**src/rtl/mem_access_unit.sv**
```systemverilog
// Load/store unit for the M stage: checks alignment, drives a
// single-outstanding request/acknowledge bus, and returns the sign- or
// zero-extended load result.
module mem_access_unit #(
    parameter int WIDTH   = 32,
    parameter int TIMEOUT = 64
) (
    input  logic             CLK,
    input  logic             RST_N,
    input  logic             MemReqM,
    input  logic             MemWriteM,
    input  logic [2:0]       Funct3M,
    input  logic [WIDTH-1:0] ALUResultM,
    input  logic [WIDTH-1:0] WriteDataM,
    output logic [WIDTH-1:0] ReadDataM,
    output logic             StallM,
    output logic             MisalignM,
    output logic             BusErrM,
    output logic             BusReq,
    output logic             BusWe,
    output logic [WIDTH-1:0] BusAddr,
    output logic [WIDTH-1:0] BusWData,
    output logic [3:0]       BusBe,
    input  logic             BusAck,
    input  logic [WIDTH-1:0] BusRData
);

    localparam int CW = $clog2(TIMEOUT) + 1;

    typedef enum logic [1:0] {
        S_IDLE,
        S_BUS,
        S_DONE
    } state_t;

    state_t           r_state;
    logic [CW-1:0]    r_cnt;
    logic             r_bus_req;
    logic             r_bus_we;
    logic [WIDTH-1:0] r_bus_addr;
    logic [WIDTH-1:0] r_bus_wdata;
    logic [3:0]       r_bus_be;
    logic [2:0]       r_f3;
    logic [1:0]       r_off;
    logic [WIDTH-1:0] r_rdata;
    logic             r_err;

    logic             w_legal;
    logic [3:0]       w_be;
    logic [WIDTH-1:0] w_wdata;
    logic [7:0]       w_lane [4];
    logic [7:0]       w_byte;
    logic [15:0]      w_half;
    logic [WIDTH-1:0] w_load;
    logic             w_accept;
    logic             w_illegal;

    // Split the returned word into byte lanes for load extraction.
    generate
        for (genvar gi = 0; gi < 4; gi++) begin : g_lane
            assign w_lane[gi] = BusRData[8*gi +: 8];
        end
    endgenerate

    assign w_byte = w_lane[r_off];
    assign w_half = r_off[1] ? {w_lane[3], w_lane[2]} : {w_lane[1], w_lane[0]};

    // Legality: unsupported encodings, unsigned stores and natural misalignment are rejected.
    always_comb begin
        w_legal = 1'b0;
        case (Funct3M)
            3'b000:  w_legal = 1'b1;
            3'b001:  w_legal = ~ALUResultM[0];
            3'b010:  w_legal = (ALUResultM[1:0] == 2'b00);
            3'b100:  w_legal = ~MemWriteM;
            3'b101:  w_legal = ~MemWriteM & ~ALUResultM[0];
            default: w_legal = 1'b0;
        endcase
    end

    // Byte enables and lane-replicated store data from access size and offset.
    always_comb begin
        w_be    = 4'b1111;
        w_wdata = WriteDataM;
        case (Funct3M[1:0])
            2'b00: begin
                w_be    = 4'b0001 << ALUResultM[1:0];
                w_wdata = {(WIDTH/8){WriteDataM[7:0]}};
            end
            2'b01: begin
                w_be    = ALUResultM[1] ? 4'b1100 : 4'b0011;
                w_wdata = {(WIDTH/16){WriteDataM[15:0]}};
            end
            default: begin
                w_be    = 4'b1111;
                w_wdata = WriteDataM;
            end
        endcase
    end

    // Load result extraction using the size/sign captured at request time.
    always_comb begin
        w_load = BusRData;
        case (r_f3)
            3'b000:  w_load = {{(WIDTH-8){w_byte[7]}}, w_byte};
            3'b001:  w_load = {{(WIDTH-16){w_half[15]}}, w_half};
            3'b100:  w_load = {{(WIDTH-8){1'b0}}, w_byte};
            3'b101:  w_load = {{(WIDTH-16){1'b0}}, w_half};
            default: w_load = BusRData;
        endcase
    end

    assign w_accept  = (r_state == S_IDLE) && MemReqM && w_legal;
    assign w_illegal = (r_state == S_IDLE) && MemReqM && !w_legal;

    // Access sequencer: IDLE accepts, BUS waits for ack or timeout, DONE presents the result.
    always_ff @(posedge CLK) begin
        if (!RST_N) begin
            r_state     <= S_IDLE;
            r_cnt       <= '0;
            r_bus_req   <= 1'b0;
            r_bus_we    <= 1'b0;
            r_bus_addr  <= '0;
            r_bus_wdata <= '0;
            r_bus_be    <= 4'b0000;
            r_f3        <= 3'b000;
            r_off       <= 2'b00;
            r_rdata     <= '0;
            r_err       <= 1'b0;
        end else begin
            case (r_state)
                S_IDLE: begin
                    r_err <= 1'b0;
                    if (w_accept) begin
                        r_bus_req   <= 1'b1;
                        r_bus_we    <= MemWriteM;
                        r_bus_addr  <= {ALUResultM[WIDTH-1:2], 2'b00};
                        r_bus_wdata <= w_wdata;
                        r_bus_be    <= w_be;
                        r_f3        <= Funct3M;
                        r_off       <= ALUResultM[1:0];
                        r_cnt       <= '0;
                        r_state     <= S_BUS;
                    end else if (w_illegal) begin
                        r_rdata <= '0;
                    end
                end
                S_BUS: begin
                    if (BusAck) begin
                        // An ack on the final wait cycle still wins over the timeout.
                        r_rdata   <= r_bus_we ? '0 : w_load;
                        r_bus_req <= 1'b0;
                        r_state   <= S_DONE;
                    end else if (r_cnt == CW'(TIMEOUT - 1)) begin
                        r_rdata   <= '0;
                        r_err     <= 1'b1;
                        r_bus_req <= 1'b0;
                        r_state   <= S_DONE;
                    end else begin
                        r_cnt <= r_cnt + CW'(1);
                    end
                end
                S_DONE: begin
                    r_err   <= 1'b0;
                    r_state <= S_IDLE;
                end
                default: r_state <= S_IDLE;
            endcase
        end
    end

    assign StallM    = w_accept || (r_state == S_BUS);
    assign MisalignM = w_illegal;
    assign ReadDataM = w_illegal ? '0 : r_rdata;
    assign BusErrM   = r_err;
    assign BusReq    = r_bus_req;
    assign BusWe     = r_bus_we;
    assign BusAddr   = r_bus_addr;
    assign BusWData  = r_bus_wdata;
    assign BusBe     = r_bus_be;

endmodule

```
**config.mk**
```make
export PLATFORM = sky130hd
export DESIGN_NAME = mem_access_unit
export DESIGN_NICKNAME = d
export VERILOG_FILES = /design/src/rtl/mem_access_unit.sv
export SDC_FILE = /design/constraint.sdc
export NUM_CORES = 1
export LEC_CHECK = 0
export CORE_AREA = 3 3 119 121
export DETAILED_ROUTE_END_ITERATION = 12
export DIE_AREA = 0 0 122 124
export PLACE_DENSITY = 0.74
export SETUP_SLACK_MARGIN = 0.1
export SYNTH_ARGS = -nofsm -noshare
export SYNTH_HDL_FRONTEND = slang
export SYNTH_SLANG_ARGS = --single-unit
```
**constraint.sdc**
```tcl
create_clock -name CLK -period 3 [get_ports CLK]
set_input_delay 0.75 -clock CLK [delete_from_list [all_inputs] [get_ports CLK]]
set_output_delay 0.75 -clock CLK [all_outputs]
set_load 0.01 [all_outputs]
```
==> reports/qor.yml <==
fin_util: 0.620
initial_core_util: 0.399
pwr-share-comb: 0.157
cts_tree: "done"
path_cells: "buf_6 > buf_6 > a221oi_4 > nor3b_4 > buf_12 > buf_6 > buf_12 > nor2b_1 > buf_2"
ys_seq_area_frac: 0.438
antenna_found_initial: 0
critPathMaxStageDelay_ns: 0.35
worstReg2RegStart: "r_state[1]"
multi_input_area_um2: 2720
crit_slowest_cell: "a221oi_4"
worst_path_most_repeated_cell: "buf_6"
fin_worst_skew_ns: 0.00564
gr-total-overflow: 0
vdd_drop_max_uv: 370
diodes: 0
powerDensity_nw_per_um2: 534
timing.final.crit_share: 0.943
cts_buffers: 17
pin_count: 209
io_buffer_count: 206
h-tree-depth: 4
wl_um: 17500
cts_buffer_depth: 2
grt_max_degree: 78
finalSetupViolations: 0
first_global_vias: 5367
p_int_mw: 3.33
syn_area_per_cell_um2: 8.30
critPathLaunch: "Funct3M[2]"
seqPwrFrac: 0.374
place_hpwl_um: 12100
syn-instance-count: 633
final_nets: 948
crit_arrival_ns: 2.08
route.detailed.drc: 0
synthArstFlopShare: 0
die_y_um: 124
worstSetupEndpointType: "primary output"
synth_edf_count: 0
sw_frac_of_total: 0.238
via_per_inst: 5.26
clock-sinks: 115
outcome: "complete, no violations"
regArea_um2: 2300
dr.first_iter.drc_count: 370
dieArea_um2: 15100
post-route-min-period_ns: 2.83
report.final.hold_viol_count: 0
core_um2: 13200
leakage_nw: 3.16
syn-cell-area_um2: 5260
drive_above_1_share: 0.133
maxSlewHeadroom: 0.482
fp-row-count: 42
grt_setup_unrepaired: "false"
via_count: 5433
path_clk_slew_ns: 0.05
path_class: "in -> out"
maxClockFrequency_mhz: 353
layout_commonest_cell: "clkdlybuf4s50_1"
ys_types: 52
grt_pass1_wl_um: 27200
switchingPower_mw: 1.04
required_ns: 2.25
finalMaxSlewViolations: 0
hp-class: "reg -> reg"
cp_max_fo: 8
gp_congestion: 0.842
synth_ff_type: "dfxtp_1"
ant_nets: 0
cp-start-kind: "input pin"
finalPower_mw: 4.37
worstMarginPinSlew_ns: 0.775
cp_top_family: "buffers and inverters"
cts_root_buffer: "clkbuf_16"
synth_warnings: 0
hold_start: "r_cnt[6]"
cap_violations: 0
layout_common_cells: "165 x clkdlybuf4s50_1, 133 x nand2_1, 115 x dfxtp_1"
synth_seq_cells: 115
worstPathBufferInverterCount: 6
areaGrowthSynthToFinish_pct: 55.6
clkPwrFrac: 0.469
grt_usage: 0.230
drt_pass1_iterations: 5
wire_per_inst_um: 17.0
whs_ns: 0.446
n_fill_cell: 1144
die_x_um: 122
clock_latency_ns: 0.41
-- cells in the mapped netlist, drive strengths merged, types with 2 or more instances --
| cell | instances | area share |
|---|---|---|
| nor3b | 3 | 0.0074 |
| o211ai | 9 | 0.013 |
| and2 | 2 | 0.0024 |
| a31oi | 2 | 0.0024 |
| nand2 | 133 | 0.095 |
| nand3 | 3 | 0.0029 |
| o22ai | 3 | 0.0036 |
| or3 | 7 | 0.0083 |
| o2bb2ai | 8 | 0.013 |
| buf | 23 | 0.025 |
| a211oi | 10 | 0.017 |
| mux2i | 24 | 0.046 |
| o21ba | 2 | 0.0038 |
| inv | 7 | 0.0050 |
| and3 | 5 | 0.0060 |
| a22o | 20 | 0.033 |
| a311oi | 13 | 0.022 |
| nor2 | 32 | 0.023 |
| dfxtp | 115 | 0.44 |
| nand2b | 18 | 0.021 |
| a21oi | 74 | 0.070 |
| mux2 | 2 | 0.0043 |
| a2111o | 4 | 0.0086 |
| nor3 | 8 | 0.0076 |
| nor4 | 2 | 0.0052 |
| a221oi | 2 | 0.0067 |
| clkinv | 2 | 0.0014 |
| clkbuf | 26 | 0.019 |
| a211o | 2 | 0.0033 |
| nor2b | 37 | 0.044 |
| o21ai | 23 | 0.023 |
-- what timing repair did --
action                                  in CTS  in global routing
gates cloned                                 4                  0
gates resized for setup                    153                  9
pin swaps                                    3                  3
hold buffers                                 0                  0
setup buffers                                7                  1
endpoints found under the setup margin      34                 32
-- area by class of cell --
| type | instances | area share |
|---|---|---|
| multi-input combinational | 461 | 0.332 |
| sequential | 115 | 0.282 |
| timing repair buffer | 239 | 0.282 |
| clock buffer | 22 | 0.0580 |
| tap | 176 | 0.0269 |
| clock inverter | 10 | 0.0159 |
| inverter | 9 | 0.00413 |
-- worst paths after layout --
path / end / slack (ns) / cells past startpoint
setup / recovery: ReadDataM[12] / 0.17 / 9
hold / removal: r_cnt[6] / 0.45 / 2
setup reg to reg: r_rdata[10] / 0.78 / 9
hold reg to reg: r_cnt[6] / 0.45 / 2
-- per-layer routing --
metal | routed length (µm) | share of wire | vias to the layer above | global-route usage
li1 | - | - | 2630 | -
met1 | 6580 | 0.38 | 2526 | 0.251
met2 | 8420 | 0.48 | 244 | 0.385
met3 | 2150 | 0.12 | 33 | 0.120
met4 | 340 | 0.019 | 0 | 0.0763
met5 | 0 | 0 | - | 0
-- cells by family (layout without fill, tap and decap cells) --
kind of cell    Yosys count  count (layout)  synth area share
fa+ha+maj                 1               1           0.00238
buf+inv                  58             280            0.0505
simple gates            253             253             0.228
compound gates          179             179             0.231
mux                      26              26            0.0500
flops                   115             115             0.438
other cells               1               2          0.000713
-- worst register-to-register path: stages (launching register included) --
cell and delay [ns]:
dfxtp_1 0.40, nor3b_4 0.24, nor3b_4 0.26, buf_4 0.15, buf_8 0.13, buf_16 0.13, buf_4 0.12, a211oi_4 0.04
buf_12 0.18, a2111o_1 0.43
-- per-stage QoR --
stage	area, µm²	setup TNS [ns]	worst slack [ns]	instances
4_1_cts	8180	0	0.100	1031
2_1_floorplan	5260	0	0.448	634
3_3_place_gp	7540	-12.83	-0.390	988
6_report	8180	0	0.171	1032
3_5_place_dp	7540	-14.50	-0.474	988
5_1_grt	8180	0	0.109	1032
-- flip-flops by register name, indices dropped and copies added (netlist names) --
register	cells
BusAddr	30
BusBe	4
BusErrM	1
BusReq	1
BusWData	32
BusWe	1
r_cnt	7
r_f3	3
r_off	2
r_rdata	32
r_state	2
-- power by group through the flow --
stage	clock network, mW	logic, mW	registers, mW
after floorplan	0	0.262	1.68
after global placement	0	0.624	1.66
after detailed placement	0	0.635	1.66
after CTS	2.08	0.686	1.63
after global routing	2.16	0.739	1.64
final	2.05	0.685	1.63
Note: power is estimated with default switching activity, not from simulation.
